$ cat src/rtl/bcd_serial_add_ctrl.sv
// bcd_serial_add_ctrl
//   Digit-serial packed-BCD adder. Captures two DIGITS-wide BCD operands and a
//   carry-in on an accepted start, then runs one shared single-digit
//   add-and-correct stage over all digits, least-significant digit first.
//   The result, carry-out and invalid-digit flag are registered and held until
//   the next completion.
// Ports:
//   clk   - rising-edge clock
//   rst   - synchronous active-high reset
//   start - request pulse, sampled only in IDLE or DONE
//   a, b  - packed BCD operands, digit 0 in [3:0]
//   cin   - decimal carry-in to digit 0
//   busy  - high while digits are being processed
//   done  - one-cycle pulse when sum/cout/err have been updated
//   sum   - registered BCD result
//   cout  - decimal carry-out of the top digit
//   err   - set if any captured operand digit was above 9
module bcd_serial_add_ctrl #(
  parameter int unsigned DIGITS = 4
) (
  input  logic                  clk,
  input  logic                  rst,
  input  logic                  start,
  input  logic [4*DIGITS-1:0]   a,
  input  logic [4*DIGITS-1:0]   b,
  input  logic                  cin,
  output logic                  busy,
  output logic                  done,
  output logic [4*DIGITS-1:0]   sum,
  output logic                  cout,
  output logic                  err
);

  localparam int unsigned W  = 4 * DIGITS;
  localparam int unsigned CW = (DIGITS > 1) ? $clog2(DIGITS) : 1;

  typedef enum logic [1:0] {
    IDLE,
    RUN,
    DONE
  } state_t;

  state_t        state;
  logic [W-1:0]  a_reg;
  logic [W-1:0]  b_reg;
  logic [W-1:0]  res;
  logic          carry;
  logic          err_run;
  logic [CW-1:0] cnt;

  logic [4:0]    t;
  logic [3:0]    dig;
  logic          dig_carry;
  logic          dig_bad;
  logic [W-1:0]  res_next;

  // Single-digit add-and-correct on the current low digits.
  always_comb begin
    t = {1'b0, a_reg[3:0]} + {1'b0, b_reg[3:0]} + {4'b0000, carry};
    if (t > 5'd9) begin
      dig       = t[3:0] + 4'd6;
      dig_carry = 1'b1;
    end else begin
      dig       = t[3:0];
      dig_carry = 1'b0;
    end
    dig_bad = (a_reg[3:0] > 4'd9) || (b_reg[3:0] > 4'd9);
    // Shift-then-overwrite keeps this legal for DIGITS == 1.
    res_next           = res >> 4;
    res_next[W-1 -: 4] = dig;
  end

  always_ff @(posedge clk) begin
    if (rst) begin
      state   <= IDLE;
      a_reg   <= '0;
      b_reg   <= '0;
      res     <= '0;
      carry   <= 1'b0;
      err_run <= 1'b0;
      cnt     <= '0;
      busy    <= 1'b0;
      done    <= 1'b0;
      sum     <= '0;
      cout    <= 1'b0;
      err     <= 1'b0;
    end else begin
      case (state)
        IDLE, DONE: begin
          done <= 1'b0;
          if (start) begin
            a_reg   <= a;
            b_reg   <= b;
            carry   <= cin;
            res     <= '0;
            cnt     <= '0;
            err_run <= 1'b0;
            busy    <= 1'b1;
            state   <= RUN;
          end else begin
            busy  <= 1'b0;
            state <= IDLE;
          end
        end
        RUN: begin
          a_reg   <= a_reg >> 4;
          b_reg   <= b_reg >> 4;
          carry   <= dig_carry;
          res     <= res_next;
          err_run <= err_run | dig_bad;
          cnt     <= cnt + CW'(1);
          if (cnt == CW'(DIGITS - 1)) begin
            sum   <= res_next;
            cout  <= dig_carry;
            err   <= err_run | dig_bad;
            busy  <= 1'b0;
            done  <= 1'b1;
            state <= DONE;
          end
        end
        default: begin
          busy  <= 1'b0;
          done  <= 1'b0;
          state <= IDLE;
        end
      endcase
    end
  end

endmodule

$ cat config.mk
export PLATFORM = sky130hd
export DESIGN_NAME = bcd_serial_add_ctrl
export DESIGN_NICKNAME = d
export VERILOG_FILES = /design/src/rtl/bcd_serial_add_ctrl.sv
export SDC_FILE = /design/constraint.sdc
export NUM_CORES = 1
export LEC_CHECK = 0
export CORE_MARGIN = 10
export CORE_UTILIZATION = 40
export CTS_CLUSTER_SIZE = 24
export DETAILED_ROUTE_END_ITERATION = 6
export GPL_TIMING_DRIVEN = 0
export PLACE_DENSITY = 0.76
export SLEW_MARGIN = 25
export SYNTH_ARGS = -nofsm -noshare
export SYNTH_HDL_FRONTEND = slang
export SYNTH_SLANG_ARGS = --single-unit
$ cat constraint.sdc
create_clock -name clk -period 4.9 [get_ports clk]
set_input_delay 0.98 -clock clk [delete_from_list [all_inputs] [get_ports clk]]
set_output_delay 0.98 -clock clk [all_outputs]
set_load 0.005 [all_outputs]
Yosys cells after proc, flatten, opt, wreduce, memory -nomap -nowiden --
Index checks and enable logic that the tools add are counted.
Operators by class: add/sub/neg operators 4, order comparisons 3, equality and inequality tests 5, mux-type cells 20, bitwise gates (word level) 2, reductions and logical operators 7
Operator list (count):
- $pmux W16 S2 | 3
- $mux W16 | 3
- $gt A4 B4 Y1 const B | 2
- $pmux W2 S2 | 2
- $mux W1 | 6
- $pmux W1 S2 | 3
- $add A4 B4 Y5 | 1
- $add A5 B1 Y5 | 1
- $gt A5 B4 Y1 const B | 1
- $add A4 B3 Y4 const B | 1
- $eq A2 B2 Y1 const B | 2
- $mux W2 | 2
- $mux W4 | 1
- $ne A2 B2 Y1 const B | 2
- $reduce_and A2 Y1 | 2
- $reduce_or A2 Y1 | 2
- $add A2 B1 Y2 const B | 1
- $eq A2 B1 Y1 const B | 1
- $logic_not A2 Y1 | 1
- $reduce_bool A2 Y1 | 1
- $logic_or A1 B1 Y1 | 1
- $not A1 Y1 | 1
- $or A1 B1 Y1 | 1
Word-level totals: register bits after elaboration 74, input port bits 36, output and inout bits 20

Depth between registers and ports, before layout --
Gate-level depths: netlist of the first run.
word-level depth 5, gate-level depth with buffers 9, gate-level depth less buffers 9

Worst setup path before layout of the first run --
OpenSTA, ideal clock, no wires.
kind register to register, from register a_reg[0], to register sum[14], setup time 122 ps, data arrival time 2645 ps, path slack 2133 ps, cell stages (with the launch flop) 10, buffers on the path 0, period minus slack after synthesis 2767 ps, cells stage by stage dfxtp_1 > fa_1 > fa_1 > inv_1 > ha_1 > nor2b_1 > a31o_4 > o31ai_4 > nor4_1 > a311o_1
Between the ends: word-level cells in the longest chain between the ends 4
Ends and longest elaborated chain:
- from (decl) | line 44 | logic [W-1:0] a_reg;
- from (signal assigned) | line 106 | a_reg <= a_reg >> 4;
- $add A4 B4 Y5 (*) | line 59 | t = {1'b0, a_reg[3:0]} + {1'b0, b_reg[3:0]} + {4'b0000, carry};
- $add A5 B1 Y5 (*) | line 59
- $add A4 B3 Y4 or $gt A5 B4 Y1 (tied branches) | line 61, 60
- $mux W4 (*) | line 60 | if (t > 5'd9) begin
- to (signal assigned) | line 113 | sum <= res_next;
- to (decl) | line 29 | output logic [4*DIGITS-1:0] sum,
Mark *: on every way between the ends. The rest lies on a longest branch, timed or not. A chain may end at the register's enable or synchronous reset.

Final worst setup path of the first run --
Same ends and word-level chain as after synthesis.

==> metrics.txt, run 1 <==
# TYPE chip_impl_metric gauge
chip_impl_info{name="most-common-layout-cells",value="sky130_fd_sc_hd__dfxtp_1, sky130_fd_sc_hd__nand2_1, sky130_fd_sc_hd__clkdlybuf4s50_1, sky130_fd_sc_hd__nor2_1, sky130_fd_sc_hd__a21oi_1"} 1
chip_impl_metric{name="static-leakage-power",unit="nW"} 1.381
chip_impl_info{name="cp_common_cell",value="sky130_fd_sc_hd__fa_1"} 1
chip_impl_metric{name="drtPass1Iterations",unit=""} 4
chip_impl_metric{name="slew_violations",unit=""} 0
chip_impl_metric{name="max_stage_delay",unit="ns"} 0.64
chip_impl_metric{name="setup-tns-final",unit="ns"} 0
chip_impl_metric{name="cts_setup_buffers",unit=""} 0
chip_impl_metric{name="post_drt_wl_per_cell",unit="um"} 14.29
chip_impl_metric{name="met3_resource_use_gr",unit="%"} 6.010
chip_impl_metric{name="first_pass_grt_wire_length",unit="mm"} 11.86
chip_impl_metric{name="slew_headroom",unit="%"} 44.37
chip_impl_metric{name="post_drt_via_cell_ratio",unit=""} 5.114
chip_impl_metric{name="cap_viol_max_count",unit=""} 0
chip_impl_metric{name="first_global_vias",unit=""} 2524
chip_impl_info{name="worstHoldPathType",value="flip-flop to flip-flop"} 1
chip_impl_metric{name="synth.lib_cells_used.distinct",unit=""} 33
chip_impl_metric{name="htree_levels",unit=""} 3
chip_impl_metric{name="syn-num-nets",unit=""} 366
chip_impl_metric{name="setup_viol_count_final",unit=""} 0
chip_impl_info{name="cp_cell_sequence",value="fa_1 -> fa_1 -> inv_1 -> ha_1 -> nor2b_1 -> a31o_4 -> o31ai_4 -> nor4_1 -> a311o_1"} 1
chip_impl_metric{name="max_rail_drop_vdd",unit="mV"} 0.2024
chip_impl_metric{name="die-width",unit="um"} 103.9
chip_impl_metric{name="max_clock_freq",unit="MHz"} 327.8
chip_impl_metric{name="grt_use_total",unit="%"} 13.16
chip_impl_info{name="mostFrequentLayoutCell",value="sky130_fd_sc_hd__dfxtp_1"} 1
chip_impl_metric{name="place.detailed.hpwl",unit="mm"} 5.325
chip_impl_metric{name="drt-initial-drc-count",unit=""} 116
chip_impl_metric{name="crit_required",unit="ns"} 5.14
chip_impl_metric{name="pwr_density_cell",unit="nW/um^2"} 359.6
chip_impl_metric{name="synth_warnings",unit=""} 0
chip_impl_metric{name="final_layout_net_count",unit=""} 432
chip_impl_metric{name="grt_antenna_before_repair",unit=""} 0
chip_impl_metric{name="post_route_cells_drive_above_1_share",unit="%"} 5.838
chip_impl_metric{name="drtAntennaViolNets",unit=""} 0
chip_impl_info{name="gr-max-usage-layer",value="met2"} 1
chip_impl_metric{name="largest_net_degree_at_the_start_of_global_routing",unit=""} 12
chip_impl_metric{name="numPortBuffers",unit=""} 55
chip_impl_metric{name="use_met2",unit="%"} 20.77
chip_impl_metric{name="ctsLongestPathBuffers",unit=""} 2
chip_impl_info{name="clk_root_buffer_cell",value="sky130_fd_sc_hd__clkbuf_8"} 1
chip_impl_metric{name="global_route.overflow_total",unit=""} 0
chip_impl_metric{name="report.power.total",unit="mW"} 1.329
chip_impl_metric{name="mappedNetlistArea",unit="sq um"} 2813
chip_impl_metric{name="path_clk_slew",unit="ns"} 0.07
chip_impl_metric{name="n_antenna_cell",unit=""} 0
chip_impl_info{name="crit_path_start_kind",value="flip-flop"} 1
chip_impl_metric{name="design.die.area",unit="sq um"} 10790
chip_impl_metric{name="vias",unit=""} 2506
chip_impl_info{name="cts_tree",value="built"} 1
chip_impl_metric{name="cts_hold_buffers",unit=""} 0
chip_impl_metric{name="routed_wl",unit="mm"} 7.001
chip_impl_metric{name="finalCritPeriodShare",unit="%"} 62.26
chip_impl_metric{name="synth-seq-cells",unit=""} 69
chip_impl_metric{name="final-hold-violation-count",unit=""} 0
chip_impl_metric{name="flow.area_growth_from_synthesis",unit="%"} 31.36
chip_impl_metric{name="core_region_area",unit="sq um"} 6832
chip_impl_metric{name="synth_sequential_area_ratio",unit="%"} 49.11
chip_impl_metric{name="worstSkewPairLatency",unit="ns"} 0.35
chip_impl_info{name="postSynth.topFlopCell",value="sky130_fd_sc_hd__dfxtp_1"} 1
chip_impl_info{name="critPathKind",value="flip-flop to flip-flop"} 1
chip_impl_info{name="grt_setup_unrepaired",value="no"} 1
chip_impl_metric{name="worst_margin_pin_slew",unit="ns"} 0.8313
chip_impl_metric{name="synth_area_per_cell",unit="sq um"} 8.708
chip_impl_info{name="cp_slowest_cell",value="sky130_fd_sc_hd__fa_1"} 1
chip_impl_info{name="worst_setup_path_end_kind",value="flip-flop"} 1
chip_impl_metric{name="placementRows",unit=""} 30
chip_impl_metric{name="critPathMaxFanout",unit=""} 6
chip_impl_metric{name="grt.met1_usage",unit="%"} 14.90
chip_impl_metric{name="die_height",unit="um"} 103.9
chip_impl_metric{name="async_reset_ff_share",unit="%"} 0
chip_impl_metric{name="final.min_clock_period",unit="ns"} 3.051
chip_impl_metric{name="drcViolationCount",unit=""} 0
chip_impl_metric{name="worst-endpoint-arrival",unit="ns"} 3.29
chip_impl_metric{name="gp_congestion",unit=""} 0.7883
chip_impl_metric{name="cell_count_after_synthesis",unit=""} 323
chip_impl_metric{name="finClkSkew",unit="ns"} 0.007690
chip_impl_info{name="result_of_the_run",value="finished, final reports clean"} 1
chip_impl_metric{name="initial_core_util",unit="%"} 41.17
chip_impl_metric{name="cts_num_sinks",unit=""} 69
chip_impl_metric{name="boundaryPins",unit=""} 56
chip_impl_metric{name="numCtsBuffers",unit=""} 9
chip_impl_metric{name="cts_resized",unit=""} 0
chip_impl_metric{name="synth-edff-count",unit=""} 0
## worst max-delay path: cells and delay by family (launching register included)
kind,cells,cell delay [ns]
AOI/OAI and AO/OA,3,0.91
adders and majority gates,3,1.33
buffers and inverters,1,0.12
DFF,1,0.33
and+or+nand+nor,2,0.25
## cell families (layout without fill, tap and decap cells)
logic type,count (synthesis),count (layout),share of synthesized area (%)
compound gates,79,79,20.91
flops,69,69,49.11
fa+ha+maj,7,7,3.648
xor+xnor,2,2,0.6229
mux,9,9,3.203
simple gates,129,129,18.59
buf+inv,28,99,3.914
## layout make-up
type | count | area, sq um
Tap cell | 96 | 120.1
Sequential cell | 69 | 1381
Multi-Input combinational cell | 226 | 1321
Clock inverter | 3 | 42.54
Inverter | 4 | 15.01
Fill cell | 675 | 3137
Clock buffer | 13 | 168.9
Timing Repair Buffer | 55 | 550.5
Buffer | 24 | 95.09
## power by group
| group | internal (mW) | leakage (nW) | switching, mW |
|---|---|---|---|
| Combinational | 0.105 | 0.711 | 0.124 |
| Clock | 0.276 | 0.106 | 0.207 |
| Sequential | 0.594 | 0.564 | 0.0228 |
| Total | 0.975 | 1.38 | 0.354 |
## cell usage after synthesis, types with 2 or more instances
| cell type | instances | area [sq um] |
|---|---|---|
| sky130_fd_sc_hd__nand2b_1 | 2 | 12.51 |
| sky130_fd_sc_hd__a22o_1 | 11 | 96.34 |
| sky130_fd_sc_hd__a311oi_1 | 17 | 148.9 |
| sky130_fd_sc_hd__nand2_1 | 67 | 251.5 |
| sky130_fd_sc_hd__clkbuf_1 | 17 | 63.81 |
| sky130_fd_sc_hd__o21ai_0 | 5 | 25.02 |
| sky130_fd_sc_hd__ha_1 | 5 | 62.56 |
| sky130_fd_sc_hd__mux2i_1 | 9 | 90.09 |
| sky130_fd_sc_hd__dfxtp_1 | 69 | 1381 |
| sky130_fd_sc_hd__a211oi_1 | 8 | 60.06 |
| sky130_fd_sc_hd__fa_1 | 2 | 40.04 |
| sky130_fd_sc_hd__buf_2 | 4 | 20.02 |
| sky130_fd_sc_hd__a22oi_1 | 9 | 67.56 |
| sky130_fd_sc_hd__nor3_1 | 3 | 15.01 |
| sky130_fd_sc_hd__buf_1 | 3 | 11.26 |
| sky130_fd_sc_hd__inv_1 | 4 | 15.01 |
| sky130_fd_sc_hd__xnor2_1 | 2 | 17.52 |
| sky130_fd_sc_hd__and3_1 | 2 | 12.51 |
| sky130_fd_sc_hd__nor2_1 | 48 | 180.2 |
| sky130_fd_sc_hd__a21oi_1 | 21 | 105.1 |
| sky130_fd_sc_hd__nor2b_1 | 3 | 18.77 |
## per-layer routing
metal / part of all wire [%] / vias to the layer above
li1: - / 1260
met1: 44 / 1158
met2: 46 / 71
met3: 7.5 / 17
met4: 2.4 / 0
met5: 0 / -
## final timing paths
kind	startpoint	slack, ns	cells past startpoint	endpoint
hold / removal	sum[3]	0.45	2	sum[3]
setup / recovery	a_reg[0]	1.85	9	sum[14]
setup reg to reg	a_reg[0]	1.85	9	sum[14]
hold reg to reg	sum[3]	0.45	2	sum[3]
## per-stage QoR
step	hold WS, ns	std cells	worst slack (ns)	instance area (sq um)	util, %
2_1_floorplan	0.4257	323	2.133	2813	-
3_3_place_gp	0.4372	474	1.936	3483	50.99
3_5_place_dp	0.4475	474	1.872	3483	50.99
4_1_cts	0.4568	490	1.842	3695	54.08
5_1_grt	0.4734	490	1.765	3695	54.08
6_report	0.4529	490	1.849	3695	54.08
Power figures use the tool's default switching activity.
==> run 2: changes to the inputs <==
- PLACE_DENSITY: 0.76 -> 0.78
- clock period: 4.9 -> 2.4 ns (I/O delays scaled with it)
==> metrics.txt, run 2 (synthesis results as in run 1) <==
# TYPE chip_impl_metric gauge
chip_impl_metric{name="post_drt_via_cell_ratio",unit=""} 5.159
chip_impl_metric{name="worst-endpoint-arrival",unit="ns"} 2.89
chip_impl_metric{name="drtAntennaViolNets",unit=""} 0
chip_impl_metric{name="drcViolationCount",unit=""} 0
chip_impl_metric{name="drtPass1Iterations",unit=""} 4
chip_impl_metric{name="static-leakage-power",unit="nW"} 1.432
chip_impl_metric{name="boundaryPins",unit=""} 56
chip_impl_metric{name="die-width",unit="um"} 103.9
chip_impl_metric{name="grt_antenna_before_repair",unit=""} 0
chip_impl_info{name="most-common-layout-cells",value="sky130_fd_sc_hd__dfxtp_1, sky130_fd_sc_hd__nand2_1, sky130_fd_sc_hd__clkdlybuf4s50_1, sky130_fd_sc_hd__nor2_1"} 1
chip_impl_metric{name="final-hold-violation-count",unit=""} 0
chip_impl_metric{name="slew_violations",unit=""} 0
chip_impl_metric{name="path_clk_slew",unit="ns"} 0.07
chip_impl_metric{name="n_antenna_cell",unit=""} 0
chip_impl_info{name="critPathKind",value="flip-flop to flip-flop"} 1
chip_impl_metric{name="place_inst",unit=""} 474
chip_impl_metric{name="first_global_vias",unit=""} 2594
chip_impl_info{name="cts_tree",value="built"} 1
chip_impl_metric{name="routed_wl",unit="mm"} 7.402
chip_impl_metric{name="final_layout_net_count",unit=""} 441
chip_impl_metric{name="slew_headroom",unit="%"} 51.88
chip_impl_metric{name="die_height",unit="um"} 103.9
chip_impl_metric{name="first_pass_grt_wire_length",unit="mm"} 12.36
chip_impl_metric{name="htree_levels",unit=""} 3
chip_impl_metric{name="setup-tns-final",unit="ns"} -1.566
chip_impl_metric{name="ctsLongestPathBuffers",unit=""} 2
chip_impl_metric{name="design.die.area",unit="sq um"} 10790
chip_impl_metric{name="worst_margin_pin_slew",unit="ns"} 0.7191
chip_impl_metric{name="cap_viol_max_count",unit=""} 0
chip_impl_info{name="worstHoldPathType",value="flip-flop to flip-flop"} 1
chip_impl_metric{name="setup_viol_count_final",unit=""} 8
chip_impl_info{name="worst_setup_path_end_kind",value="flip-flop"} 1
chip_impl_metric{name="finClkSkew",unit="ns"} 0.006218
chip_impl_metric{name="post_drt_wl_per_cell",unit="um"} 14.89
chip_impl_metric{name="pwr_density_cell",unit="nW/um^2"} 717.7
chip_impl_info{name="failed_checks",value="negative setup slack"} 1
chip_impl_metric{name="grt_use_total",unit="%"} 13.75
chip_impl_info{name="crit_path_start_kind",value="flip-flop"} 1
chip_impl_metric{name="drt-initial-drc-count",unit=""} 109
chip_impl_metric{name="critPathMaxFanout",unit=""} 5
chip_impl_metric{name="core_region_area",unit="sq um"} 6832
chip_impl_metric{name="numCtsBuffers",unit=""} 9
chip_impl_metric{name="placementRows",unit=""} 30
chip_impl_metric{name="finalWorstSetupSlack",unit="ns"} -0.2563
chip_impl_metric{name="gp_congestion",unit=""} 0.8158
chip_impl_info{name="grt_setup_unrepaired",value="yes"} 1
chip_impl_metric{name="flow.area_growth_from_synthesis",unit="%"} 36.43
chip_impl_metric{name="worstSkewPairLatency",unit="ns"} 0.34
chip_impl_metric{name="vias",unit=""} 2564
chip_impl_info{name="result_of_the_run",value="complete, but fails checks"} 1
chip_impl_metric{name="place.detailed.hpwl",unit="mm"} 5.413
chip_impl_metric{name="max_clock_freq",unit="MHz"} 376.5
chip_impl_metric{name="holdWs",unit="ns"} 0.4536
chip_impl_metric{name="cts_hold_buffers",unit=""} 0
chip_impl_info{name="mostFrequentLayoutCell",value="sky130_fd_sc_hd__dfxtp_1"} 1
chip_impl_metric{name="initial_core_util",unit="%"} 41.17
chip_impl_metric{name="register_to_register_setup_slack",unit="ns"} -0.26
chip_impl_metric{name="num-fill-cells",unit=""} 641
chip_impl_metric{name="report.power.total",unit="mW"} 2.754
chip_impl_metric{name="largest_net_degree_at_the_start_of_global_routing",unit=""} 11
chip_impl_metric{name="max_rail_drop_vdd",unit="mV"} 0.4274
chip_impl_metric{name="numPortBuffers",unit=""} 55
chip_impl_metric{name="finalCritPeriodShare",unit="%"} 110.7
chip_impl_metric{name="place_ws",unit="ns"} -0.3434
chip_impl_metric{name="global_route.overflow_total",unit=""} 0
chip_impl_metric{name="final.min_clock_period",unit="ns"} 2.656
chip_impl_metric{name="post_route_cells_drive_above_1_share",unit="%"} 11.47
chip_impl_metric{name="layoutNonFillerInstCount",unit=""} 497
chip_impl_info{name="clk_root_buffer_cell",value="sky130_fd_sc_hd__clkbuf_8"} 1
chip_impl_metric{name="cts_num_sinks",unit=""} 69
chip_impl_metric{name="crit_required",unit="ns"} 2.64
## run 2: cell count changes in the layout (fill, tap and decap cells not counted), sizes merged
cell | previous run | this run
clkbuf | 30 | 29
clkinvlp | 1 | 0
buf | 7 | 16
clkinv | 1 | 2
bufinv | 1 | 0
## run 2: worst max-delay path, cell delays in order (launching register included)
cell                      delay, ns
sky130_fd_sc_hd__dfxtp_2       0.34
sky130_fd_sc_hd__fa_2          0.41
sky130_fd_sc_hd__fa_2          0.43
sky130_fd_sc_hd__xnor2_4       0.19
sky130_fd_sc_hd__ha_4          0.17
sky130_fd_sc_hd__nor2b_4       0.12
sky130_fd_sc_hd__a31o_4        0.23
sky130_fd_sc_hd__o31ai_4       0.29
sky130_fd_sc_hd__nor4_1        0.09
sky130_fd_sc_hd__a311o_1       0.28
## run 2: worst paths after layout
kind / start / to / cells past startpoint
worst max-delay path: carry / sum[14] / 9
worst min register to register: sum[7] / sum[7] / 2
worst max register to register: carry / sum[14] / 9
worst min-delay path: sum[7] / sum[7] / 2
## run 2: timing repair
| action | in CTS | in global routing |
|---|---|---|
| hold endpoints to repair | 0 | 0 |
| buffers inserted | 7 | 2 |
| endpoints found under the setup margin | 8 | 8 |
| resized for setup | 7 | 10 |
| pin swaps | 5 | 9 |
## run 2: layout make-up
class / instances / area, sq um / area share, %
flip-flops and latches: 69 / 1384 / 36.06
plain buffers: 24 / 95.09 / 2.478
well taps: 96 / 120.1 / 3.130
inverters: 4 / 15.01 / 0.3913
clock inverters: 2 / 10.01 / 0.2608
clock buffers: 12 / 155.1 / 4.043
repair buffers: 64 / 621.8 / 16.20
multi-input cells: 226 / 1436 / 37.43
## run 2: per-stage QoR
| step | utilization (%) | area [sq um] |
|---|---|---|
| 2_1_floorplan | - | 2846 |
| 3_3_place_gp | 51.48 | 3517 |
| 3_5_place_dp | 51.48 | 3517 |
| 4_1_cts | 55.20 | 3771 |
| 5_1_grt | 56.17 | 3837 |
| 6_report | 56.17 | 3837 |
## run 2: power by group
group	leakage, nW	total, mW	internal, mW	switching (mW)
Sequential	0.565	1.26	1.21	0.0481
Combinational	0.780	0.672	0.344	0.327
Clock	0.0881	0.820	0.417	0.403
## run 2: layer usage
layer  GRT usage, %  vias up  part of all wire, %
met5              0        -                    0
met1          15.38     1198                   43
met2          22.84       78                   49
li1               -     1279                    -
met4          4.771        0                  1.5
met3          5.886        9                  6.6
